`src/rtl/instr_word_encoder_pkg.sv`:
```
// Shared MIPS opcode/funct constants, request-kind codes and word builders.
// The HALT state is only present when INSTR_ENC_HALT_EN is defined.
package instr_word_encoder_pkg;

    localparam logic [5:0] OP_RTYPE = 6'b000000;
    localparam logic [5:0] OP_LW    = 6'b100011;
    localparam logic [5:0] OP_SW    = 6'b101011;
    localparam logic [5:0] OP_BEQ   = 6'b000100;
    localparam logic [5:0] OP_J     = 6'b000010;

    localparam logic [5:0] FUNCT_ADD = 6'b100000;
    localparam logic [5:0] FUNCT_SUB = 6'b100010;
    localparam logic [5:0] FUNCT_AND = 6'b100100;
    localparam logic [5:0] FUNCT_OR  = 6'b100101;
    localparam logic [5:0] FUNCT_SLT = 6'b101010;

    localparam logic [3:0] KIND_ADD = 4'd0;
    localparam logic [3:0] KIND_SUB = 4'd1;
    localparam logic [3:0] KIND_AND = 4'd2;
    localparam logic [3:0] KIND_OR  = 4'd3;
    localparam logic [3:0] KIND_SLT = 4'd4;
    localparam logic [3:0] KIND_LW  = 4'd5;
    localparam logic [3:0] KIND_SW  = 4'd6;
    localparam logic [3:0] KIND_BEQ = 4'd7;
    localparam logic [3:0] KIND_J   = 4'd8;

    typedef enum logic [1:0] {
        StIdle = 2'd0,
        StLoad = 2'd1,
`ifdef INSTR_ENC_HALT_EN
        StHalt = 2'd2,
`endif
        StDone = 2'd3
    } state_e;

    function automatic logic [31:0] r_word(input logic [4:0] rs, input logic [4:0] rt,
                                           input logic [4:0] rd, input logic [5:0] funct);
        return {OP_RTYPE, rs, rt, rd, 5'b00000, funct};
    endfunction

    function automatic logic [31:0] i_word(input logic [5:0] op, input logic [4:0] rs,
                                           input logic [4:0] rt, input logic [15:0] imm);
        return {op, rs, rt, imm};
    endfunction

    function automatic logic [31:0] j_word(input logic [25:0] target);
        return {OP_J, target};
    endfunction

endpackage

```
`src/rtl/instr_word_encoder_field_packer.sv`:
```
// Combinational packer: request kind plus register/immediate fields into a 32-bit
// MIPS word; kinds outside ADD..J flag illegal and produce a zero word.
module instr_field_packer
    import instr_word_encoder_pkg::*;
(
    input  logic [3:0]  kind_i,
    input  logic [4:0]  rs_i,
    input  logic [4:0]  rt_i,
    input  logic [4:0]  rd_i,
    input  logic [15:0] imm_i,
    input  logic [25:0] target_i,
    output logic [31:0] word_o,
    output logic        illegal_o
);

    always_comb begin
        word_o    = '0;
        illegal_o = 1'b0;
        case (kind_i)
            KIND_ADD: word_o = r_word(rs_i, rt_i, rd_i, FUNCT_ADD);
            KIND_SUB: word_o = r_word(rs_i, rt_i, rd_i, FUNCT_SUB);
            KIND_AND: word_o = r_word(rs_i, rt_i, rd_i, FUNCT_AND);
            KIND_OR:  word_o = r_word(rs_i, rt_i, rd_i, FUNCT_OR);
            KIND_SLT: word_o = r_word(rs_i, rt_i, rd_i, FUNCT_SLT);
            KIND_LW:  word_o = i_word(OP_LW, rs_i, rt_i, imm_i);
            KIND_SW:  word_o = i_word(OP_SW, rs_i, rt_i, imm_i);
            KIND_BEQ: word_o = i_word(OP_BEQ, rs_i, rt_i, imm_i);
            KIND_J:   word_o = j_word(target_i);
            default:  illegal_o = 1'b1;
        endcase
    end

endmodule

```
`src/rtl/instr_word_encoder.sv`:
```
// Encodes symbolic instruction requests into MIPS words and streams them into
// instruction memory. Define INSTR_ENC_HALT_EN to append a J-to-self word on finish.
module instr_word_encoder
    import instr_word_encoder_pkg::*;
#(
    parameter int unsigned ADDR_W    = 10,
    parameter int unsigned BASE_ADDR = 0
) (
    input  logic              clk,
    input  logic              rst,
    input  logic              start_i,
    input  logic              finish_i,
    input  logic              req_valid_i,
    output logic              req_ready_o,
    input  logic [3:0]        req_kind_i,
    input  logic [4:0]        req_rs_i,
    input  logic [4:0]        req_rt_i,
    input  logic [4:0]        req_rd_i,
    input  logic [15:0]       req_imm_i,
    input  logic [25:0]       req_target_i,
    output logic              imem_we_o,
    output logic [ADDR_W-1:0] imem_addr_o,
    output logic [31:0]       imem_wdata_o,
    input  logic              imem_ready_i,
    output logic              busy_o,
    output logic              done_o,
    output logic [ADDR_W-3:0] word_count_o,
    output logic              err_illegal_o,
    output logic              err_wrap_o
);

    localparam int unsigned CntW = ADDR_W - 2;
    localparam logic [ADDR_W-1:0] BaseAddr = ADDR_W'(BASE_ADDR);
    localparam logic [ADDR_W-1:0] LastAddr = {{(ADDR_W - 2){1'b1}}, 2'b00};

    state_e            state_q;
    logic [ADDR_W-1:0] addr_q;
    logic [CntW-1:0]   count_q;
    logic              out_valid_q;
    logic [31:0]       wdata_q;
    logic              finish_q;
    logic              err_illegal_q;
    logic              err_wrap_q;

    logic [31:0]       pack_word;
    logic              pack_illegal;
    logic              accept;
    logic              wr_fire;
    logic              drained;
    logic [ADDR_W-1:0] addr_inc;
    logic [ADDR_W-1:0] addr_after;

    instr_field_packer u_packer (
        .kind_i    (req_kind_i),
        .rs_i      (req_rs_i),
        .rt_i      (req_rt_i),
        .rd_i      (req_rd_i),
        .imm_i     (req_imm_i),
        .target_i  (req_target_i),
        .word_o    (pack_word),
        .illegal_o (pack_illegal)
    );

    assign req_ready_o = (state_q == StLoad) && !finish_q && (!out_valid_q || imem_ready_i);
    assign accept      = req_valid_i && req_ready_o;
    assign wr_fire     = out_valid_q && imem_ready_i;
    // Once finish is latched no new words are loaded, so empty-after-this-edge is just this.
    assign drained     = !out_valid_q || imem_ready_i;
    assign addr_inc    = addr_q + ADDR_W'(4);
    assign addr_after  = wr_fire ? addr_inc : addr_q;

    always_ff @(posedge clk or posedge rst) begin
        if (rst) begin
            state_q       <= StIdle;
            addr_q        <= BaseAddr;
            count_q       <= '0;
            out_valid_q   <= 1'b0;
            wdata_q       <= '0;
            finish_q      <= 1'b0;
            err_illegal_q <= 1'b0;
            err_wrap_q    <= 1'b0;
        end else if (start_i) begin
            state_q       <= StLoad;
            addr_q        <= BaseAddr;
            count_q       <= '0;
            out_valid_q   <= 1'b0;
            finish_q      <= 1'b0;
            err_illegal_q <= 1'b0;
            err_wrap_q    <= 1'b0;
        end else begin
            if (wr_fire) begin
                addr_q      <= addr_inc;
                count_q     <= count_q + CntW'(1);
                out_valid_q <= 1'b0;
                if (addr_q == LastAddr) begin
                    err_wrap_q <= 1'b1;
                end
            end
            case (state_q)
                StLoad: begin
                    if (finish_i) begin
                        finish_q <= 1'b1;
                    end
                    if (accept) begin
                        if (pack_illegal) begin
                            err_illegal_q <= 1'b1;
                        end else begin
                            wdata_q     <= pack_word;
                            out_valid_q <= 1'b1;
                        end
                    end
                    if (finish_q && drained) begin
                        finish_q <= 1'b0;
`ifdef INSTR_ENC_HALT_EN
                        state_q     <= StHalt;
                        wdata_q     <= j_word(26'(addr_after >> 2));
                        out_valid_q <= 1'b1;
`else
                        state_q <= StDone;
`endif
                    end
                end
`ifdef INSTR_ENC_HALT_EN
                StHalt: begin
                    if (wr_fire) begin
                        state_q <= StDone;
                    end
                end
`endif
                default: ;
            endcase
        end
    end

`ifdef INSTR_ENC_HALT_EN
    assign busy_o = (state_q == StLoad) || (state_q == StHalt);
`else
    assign busy_o = (state_q == StLoad);
`endif
    assign done_o        = (state_q == StDone);
    assign imem_we_o     = out_valid_q;
    assign imem_addr_o   = addr_q;
    assign imem_wdata_o  = wdata_q;
    assign word_count_o  = count_q;
    assign err_illegal_o = err_illegal_q;
    assign err_wrap_o    = err_wrap_q;

endmodule

```
`config.mk`:
```
export PLATFORM = sky130hd
export DESIGN_NAME = instr_word_encoder
export DESIGN_NICKNAME = d
export VERILOG_FILES = /design/src/rtl/instr_word_encoder_pkg.sv /design/src/rtl/instr_word_encoder_field_packer.sv /design/src/rtl/instr_word_encoder.sv
export SDC_FILE = /design/constraint.sdc
export NUM_CORES = 1
export LEC_CHECK = 0
export CAP_MARGIN = 10
export CORE_ASPECT_RATIO = 0.6
export CORE_MARGIN = 1.5
export CORE_UTILIZATION = 52
export CTS_CLUSTER_DIAMETER = 40
export CTS_CLUSTER_SIZE = 24
export DETAILED_ROUTE_END_ITERATION = 8
export DONT_BUFFER_PORTS = 1
export MAX_ROUTING_LAYER = met4
export PLACE_DENSITY = 0.72
export SLEW_MARGIN = 30
export SYNTH_ARGS = -nofsm -noshare
export SYNTH_HDL_FRONTEND = slang
export SYNTH_SLANG_ARGS = --single-unit
```
`constraint.sdc`:
```
create_clock -name clk -period 2.4 [get_ports clk]
set_clock_uncertainty 0.05 [all_clocks]
set_input_delay 0.6 -clock clk [delete_from_list [all_inputs] [get_ports clk]]
set_output_delay 0.6 -clock clk [all_outputs]
set_load 0.05 [all_outputs]
```
# [Word level (Yosys, flattened, before mapping)]
# Cells that the tools add are included.
[word_totals] ff_bits=56 word_cells=68
[classes] n_mux=24 reduce_logical=21 add_sub_neg=2 n_eq_ne=12 bitwise=1
[ops] operator="one-hot mux 32 bit (9 select lines)" count=1
[ops] operator="two-way mux 10 bit" count=2
[ops] operator="== test 4 x 3 -> 1 bit (second input constant)" count=4
[ops] operator="two-way mux 1 bit" count=16
[ops] operator="two-way mux 8 bit" count=2
[ops] operator="adder 10 x 3 -> 10 bit (second input constant)" count=1
[ops] operator="== test 10 bit (second input constant)" count=1
[ops] operator="nonzero test 2 bit" count=5
[ops] operator="OR reduction 9 bit" count=1
[ops] operator="adder 8 x 1 -> 8 bit (second input constant)" count=1
[ops] operator="== test 4 x 2 -> 1 bit (second input constant)" count=2
[ops] operator="two-way mux 2 bit" count=3
[ops] operator="AND reduction 2 bit" count=3
[ops] operator="logical AND 1 bit" count=5
[ops] operator="== test 4 x 1 -> 1 bit (second input constant)" count=1
[ops] operator="== test 4 bit (second input constant)" count=1
[ops] operator="zero test 4 bit" count=1
[ops] operator="AND reduction 4 bit" count=1
[ops] operator="AND reduction 3 bit" count=1
[ops] operator="nonzero test 3 bit" count=1
[ops] operator="== test 2 x 1 -> 1 bit (second input constant)" count=1
[ops] operator="== test 2 bit (second input constant)" count=1
[ops] operator="zero test 1 bit" count=2
[ops] operator="!= test 2 x 1 -> 1 bit (second input constant)" count=1
[ops] operator="other kinds (2)" count=2

# [Depth between registers and ports, before layout]
[depth] ltp_word=7 mapped_depth=6 mapped_depth_nobuf=4

# [Cells and area by module]
# Synthesis repeated with hierarchy kept, for this count alone.
[hier_totals] cells_unflattened=285 area_unflattened_um2=2927.8
[by_module_without_submodules] mod="instr_word_encoder" seq_area_each_um2=1351.3 area_per_inst_um2=2324.7 cells_per_inst=183 instances=1
[by_module_without_submodules] mod="instr_field_packer" seq_area_each_um2=0.0 area_per_inst_um2=603.1 cells_per_inst=102 instances=1

# [Least setup slack after synthesis]
# No wires, ideal clock.
[synth_path] kind="in2out" startpoint="input imem_ready_i" endpoint="output req_ready_o" n_path_buf=2 cell_stages=4 t_arrival_ps=1795 setup_slack_ps=-45 t_required_ps=1750 path_cell_list="clkbuf_1 -> nand2b_1 -> clkbuf_1 -> and3_1"
[synth_between] elab_chain_len=2
[synth_lines] element="start: declaration" line="instr_word_encoder.sv:24" source="input logic imem_ready_i,"
[synth_lines] element="logical OR 1 bit" line="instr_word_encoder.sv:64" source="assign req_ready_o = (state_q == StLoad) && !finish_q && (!out_valid_q || imem_ready_i);"
[synth_lines] element="logical AND 1 bit" line="instr_word_encoder.sv:64"
[synth_lines] element="end: declaration" line="instr_word_encoder.sv:14" source="output logic req_ready_o,"
# No other way between the ends.

# [Final worst setup path]
[layout_path] startpoint="register finish_q" endpoint="output req_ready_o"
[layout_between] elab_chain_len=3
[layout_lines] element="start: declaration" line="instr_word_encoder.sv:41" source="logic finish_q;"
[layout_lines] element="start signal: assignment" line="instr_word_encoder.sv:79" source="finish_q <= 1'b0;"
[layout_lines] element="start signal: assignment" line="instr_word_encoder.sv:87" source="finish_q <= 1'b0;"
[layout_lines] element="start signal: assignment" line="instr_word_encoder.sv:102" source="finish_q <= 1'b1;"
[layout_lines] element="zero test 1 bit" line="instr_word_encoder.sv:64"
[layout_lines] element="logical AND 1 bit (2 in series)" line="instr_word_encoder.sv:64"
# No other way between the ends.

==> results_dict.tcl <==
set metrics [dict create \
    status "completed" \
    cts_sinks 52 \
    r2r_slack_ns 0.50 \
    hold_buffers 0 \
    final_nets 338 \
    drive_gt1_share_pct 19.6 \
    vias 2059 \
    syn_area_um2 2920 \
    drc 0 \
    finalHoldViolations 0 \
    synth_area_per_cell_um2 10.8 \
    fmax_ghz 0.476 \
    cts_made_buffers 5 \
    grt_usage_pct 22.3 \
    path_max_fanout 12 \
    area_growth_syn_to_layout_pct 6.14 \
    switching_share_pct 42.6 \
    synth-seq-cells 52 \
    antenna_found_initial 0 \
    drt-total-wl_um 6540 \
    ys_warn_count 0 \
    max_slew_margin_pct 58.9 \
    first_pass_iters 4 \
    grt_max_degree 33 \
    p_comb_share_pct 17.3 \
    worst_setup_path_start_kind "flop" \
    layout_commonest_cell "dfrtp_1" \
    grt_overflow_total 0 \
    p_int_mw 1.45 \
    io_pins 123 \
    core_um2 5230 \
    grt_pass1_vias 1946 \
    initial_core_util_pct 55.7 \
    synthFlopType "dfrtp_1" \
    setup_viol 0 \
    drv_cap 0 \
    synth_edf_count 0 \
    grt_pass1_wl_um 9910 \
    setup.worst_path.end_class "output port" \
    fin_tns_setup_ns 0 \
    portBuffers 0 \
    die_width_um 99.7 \
    clk_pin_slew_worst_paths_ns 0.09 \
    fin_crit_sh_pct 87.6 \
    vias_per_cell 6.13 \
    clkPwrFrac_pct 20.4 \
    crit_type "reg2out" \
    switching_power_mw 1.07 \
    tightestPinTransition_ns 0.616 \
    h-tree-depth 2 \
    grt_setup_unrepaired "false" \
    cts_tree "built" \
    power_density_nw_per_um2 816 \
    synth.yosys.seq_area_share_pct 44.6 \
    post_cts_buffers 0 \
    p_seq_share_pct 62.3 \
    slew_viol_final 0 \
    p_leak_nw 1.31 \
    num_rows 20 \
    crit_required_ns 1.75 \
    utilization_pct 59.2 \
    ys_async_sr_fraction_pct 100 \
    antennaDiodeCount 0 \
    fp.dieH_um 61 \
    cts.path.max_buffers 2 \
    drtAntennaViolNets 0 \
    drt_iter0_markers 77 \
    hold_path_class "in2async" \
    wire_per_inst_um 19.5 \
    worstSkewPairLatency_ns 0.30 \
    arrival_ns 1.45 \
    place_congestion 0.799 \
    mostFrequentLayoutCells "dfrtp_1 (52), mux2_4 (17), a21oi_1 (15)" \
    cts_resized 0 \
    hpwl_um 4900 \
    syn_inst 270 \
    cts-root-buf "clkbuf_8" \
    ir_worst_vdd_mv 0.405 \
    die_area_um2 6080 \
    power_mw 2.53 \
    period_needed_ns 2.10 \
    synth_cell_types 47 \
]
==> power groups by stage <==
stage	Sequential [mW]	Clock, mW	Combinational [mW]
final	1.57	0.514	0.437
after global routing	1.59	0.566	0.473
after CTS	1.58	0.531	0.441
after detailed placement	1.59	0	0.444
after global placement	1.59	0	0.429
after floorplan	1.58	0	0.375
==> layout make-up <==
class / instances / area [um2]
sequential: 52 / 1300
clock buffer: 7 / 86.3
multi-input combinational: 180 / 1400
tap: 66 / 82.6
inverter: 13 / 48.8
fill: 462 / 2140
timing repair buffer: 17 / 165
clock inverter: 1 / 7.51
==> worst max-delay path: stages (launching register included) <==
cell and delay [ns]:
dfrtp_1 0.42, inv_1 0.30, and3_2 0.44
==> metal layers <==
metal | GRT usage, % | share of wire (%) | vias up | wire length, um
met2 | 33.0 | 43 | 94 | 2820
met1 | 29.7 | 47 | 975 | 3070
met4 | 4.23 | 0.29 | 0 | 19
met3 | 8.18 | 9.6 | 2 | 628
li1 | - | - | 988 | -
met5 | - | 0 | - | 0
==> path summary, 6_finish.rpt <==
path | start | endpoint | cells after the start
worst max-delay path | finish_q | req_ready_o | 2
worst min-delay path | rst | imem_wdata_o[21] | 1
worst max register to register | state_q[1] | imem_wdata_o[20] | 4
worst min register to register | finish_q | finish_q | 1
max in group asynchronous | rst | finish_q | 2
min in group clk | start_i | err_illegal_o | 1
==> cells in the mapped netlist, types with 5 or more instances <==
cell / instances / share of area [%]
a21oi_1: 15 / 2.6
a22o_1: 10 / 3.0
a31oi_1: 10 / 2.1
a32o_1: 7 / 2.4
a41oi_1: 9 / 2.7
buf_4: 5 / 1.3
clkbuf_1: 13 / 1.7
dfrtp_1: 52 / 45
inv_1: 13 / 1.7
mux2_4: 17 / 8.8
mux2i_1: 8 / 2.7
nand2_1: 14 / 1.8
nand3_1: 9 / 1.5
nor2_1: 5 / 0.64
nor2b_1: 12 / 2.6
o21ai_0: 9 / 1.5
o31ai_1: 5 / 1.3
or3_1: 6 / 1.3
xor2_1: 5 / 1.5
==> through the flow <==
| step | hold slack (ns) | cells | setup slack, ns | area [um2] |
|---|---|---|---|---|
| 6_report | 0.128 | 336 | 0.298 | 3090 |
| 4_1_cts | 0.131 | 336 | 0.297 | 3090 |
| 5_1_grt | 0.142 | 336 | 0.211 | 3090 |
| 3_3_place_gp | 0.462 | 328 | 0.356 | 3000 |
| 2_1_floorplan | 0.433 | 272 | 0.0711 | 2920 |
| 3_5_place_dp | 0.470 | 328 | 0.348 | 3000 |
==> state kept, by name (all words and copies together) (netlist names) <==
name	flops
err_illegal_o	1
word_count_o	8
imem_wdata_o	30
imem_addr_o	8
finish_q	1
imem_we_o	1
err_wrap_o	1
state_q	2
==> logic make-up after synthesis <==
family	after synthesis	synth area share, %
and+or+nand+nor	70	15.0
other	1	0.129
AOI/OAI and AO/OA	72	17.6
buffers and inverters	40	7.60
adders and majority gates	2	0.858
xor gates and xnor gates	5	1.50
DFF	52	44.6
muxes	28	12.7
Power figures use the tool's default switching activity.
==> RTL change, RTL diff (same flow settings) <==
The option `INSTR_ENC_HALT_EN` is turned on by a define.
--- a/src/rtl/instr_word_encoder_pkg.sv
+++ b/src/rtl/instr_word_encoder_pkg.sv
@@ -1,5 +1,7 @@
 // Shared MIPS opcode/funct constants, request-kind codes and word builders.
 // The HALT state is only present when INSTR_ENC_HALT_EN is defined.
+`define INSTR_ENC_HALT_EN
+
 package instr_word_encoder_pkg;
 
     localparam logic [5:0] OP_RTYPE = 6'b000000;
Formal check against the unedited RTL: not equivalent (Yosys sat finds a counterexample within 4 cycles, from zero or initial values and one cycle with rst high).
==> RTL change against the unedited design <==
Cell area rose by 3.0%; routed wire length rose by 19%; synthesized cell count rose by 13%; sequential cell count did not move; setup slack got worse by 0.15 ns; sequential share of layout area fell by 1.2 points; first-iteration DRC count rose by 150%; synthesized area rose by 2.9%; critical endpoint unchanged.
Power is not compared: it rests on default switching activity, and its combinational part moved more than twofold at a synthesized area within 25%.
==> RTL change: results (changes against the unedited design) <==
- By area the synthesized netlist is led by sky130_fd_sc_hd__dfrtp_1 43%, sky130_fd_sc_hd__o21ai_0 4.5%, sky130_fd_sc_hd__a22oi_1 3.8%.
- The number of nets in the finished design was 375 (+11%).
- Overall global routing resource usage: 0.260 (+0.0377)
- Register-to-register setup slack: 0.24 ns (-0.26 ns)
- Min-Delay Path Class: in -> async
- Number of library cell types mapped by synthesis: 62 (+32%)
* Number of flip-flops in the largest register: 30 (unchanged)
- The initial DRC count came to 190 (+150%).
- Upper clock frequency limit: 443 MHz (-6.9%)
- The final antenna-violating net count was 0 (unchanged).
- Antenna violations before repair: 0 (unchanged)
- The count of input and output buffers is 0 (unchanged).
- Part of the Yosys area used for sequential elements: 0.434 (-0.0127)
* CP arrival: 1.61 ns (+0.16 ns)
- Clock tree synthesis selected as its root buffer the cell sky130_fd_sc_hd__clkbuf_8.
- Netlist Area Pre-Place: 3000 sq um (+2.9%)
* Total inserted antenna cells: 0 (unchanged)
* Post-CTS setup buffer count: 0 (unchanged)
- GP Congestion: 0.826 (+3.3%)
- Clock insertion delay at the later pin of the skew report: a little over 0.3 ns
- First-pass GRT wire length: 11800 um (+19%)
- Worst R2R Path Depth: 7 (+3)
- The maximum buffer depth of the clock tree came to 2 (unchanged).
- The startpoint identified for the worst register-to-register timing path is state_q[1]$_DFFE_PP0P_.
- Placed cell areas: 3060 sq um (+1.8%)
* GRT overflow: 0 (unchanged)
- Critical-path maximum fanout: 3 (-9)
* Largest net degree at the start of global routing: 29 (-12%)
* Slew HR: 0.393 (-0.197)
- Maximum resistive drop on vdd: 0.508 mV
- The share of cells above drive strength 1 is 0.142 (-0.0544).
- Yosys warning count: 0 (unchanged)
- Pre-Repair DR Iteration Count: 4 (unchanged)
- Total number of vias: 2448 (+19%)
- Worst hold slack: 0.123 ns (-0.00478 ns)
- The post-detailed-routing wire length is 7780 um (+19%).
- The depth of the CTS H-tree is 2 (unchanged).
* Via count of the first global-routing pass: 2183 (+12%)
- Worst r2r dst: imem_wdata_o[0]$_DFFE_PP0P_
- The number of buffers created by CTS was 5 (unchanged).
- The most used flip-flop cell after synthesis is sky130_fd_sc_hd__dfrtp_1.
- Half-perimeter wire length after detailed placement: 5740 um (+17%)
- Most frequent cells after synthesis: 52 x sky130_fd_sc_hd__dfrtp_1, 27 x sky130_fd_sc_hd__o21ai_0, 19 x sky130_fd_sc_hd__nor2_1, 16 x sky130_fd_sc_hd__nand2_1, 15 x sky130_fd_sc_hd__a22oi_1
- Summed over all cells, the static leakage comes to 1.33 nW.
- The flow ran to the end, and the final reports show no timing, DRC or antenna violations.
- The post-place setup slack is 0.220 ns (-0.127 ns).
- The share of flip-flops with an asynchronous set or reset came to 1.00 (unchanged).
- Clock Pin Slew Worst Setup and Hold Paths: 0.09 ns (about the same)
==> RTL change: cell types whose count changed in the layout (fill, tap and decap cells not counted), sizes merged, moves of 8 or more <==
cell | unedited run | this run
a22oi | 0 | 15
a31oi | 10 | 2
a41oi | 9 | 0
mux2 | 20 | 3
o21ai | 10 | 27
nor2 | 5 | 19
o31ai | 5 | 14
nor2b | 12 | 2
==> RTL change: worst max-delay path by stage <==
stage,startpoint,end,cells after the start
3_3_place_gp,req_kind_i[0],imem_wdata_o[4]$_DFFE_PP0P_,5
3_5_place_dp,req_kind_i[0],imem_wdata_o[6]$_DFFE_PP0P_,5
5_1_grt,state_q[1]$_DFFE_PP0P_,req_ready_o,4
4_1_cts,state_q[1]$_DFFE_PP0P_,req_ready_o,4
6_report,state_q[1]$_DFFE_PP0P_,req_ready_o,4
2_1_floorplan,imem_we_o$_DFF_PP0_,req_ready_o,3
==> RTL change: through the flow <==
step | util | instances
2_1_floorplan | - | 306
3_3_place_gp | 0.549 | 375
3_5_place_dp | 0.549 | 375
4_1_cts | 0.572 | 383
5_1_grt | 0.572 | 383
6_report | 0.572 | 383
==> RTL change: logic make-up (layout without fill, tap and decap cells) <==
logic type,count (synthesis),after routing,synth area share
adders and majority gates,6,6,0.0250
AOI/OAI and AO/OA,120,120,0.282
and+or+nand+nor,76,76,0.145
DFF,52,52,0.434
other,1,3,0.00125
xor gates and xnor gates,11,11,0.0321
muxes,4,4,0.0146
buffers and inverters,34,31,0.0667
==> RTL change: worst max-delay path: stages, from the launching register on <==
cell and delay (ns):
sky130_fd_sc_hd__dfrtp_1 0.41, sky130_fd_sc_hd__inv_1 0.08, sky130_fd_sc_hd__ha_1 0.18, sky130_fd_sc_hd__inv_1 0.09
sky130_fd_sc_hd__nor3_4 0.53
==> RTL change: final cells by class <==
cell class | instances | area, sq um
Tap cell | 80 | 100
Multi-Input combinational cell | 220 | 1520
Clock buffer | 7 | 96.3
Inverter | 8 | 30.0
Timing Repair Buffer | 15 | 113
Clock inverter | 1 | 30.0
Fill cell | 512 | 2380
Sequential cell | 52 | 1300
==> RTL change: timing repair <==
action / 4_1_cts / 5_1_grt
endpoints found under the setup margin: 1 / 1
gates resized for setup: 1 / 0
pin swaps: 0 / 1
==> RTL change: layer usage <==
layer  wire, um  GRT usage  vias up
met5          0          -        -
met4         51     0.0694        0
met3        774     0.0872        6
met2       3230      0.344      116
met1       3720      0.376     1182
li1           -          -     1144
==> RTL change: power breakdown <==
group,switching (mW),internal (mW)
combinational,0.668,0.360
clock,0.289,0.368
sequential,0.929,1.09
total,1.89,1.82
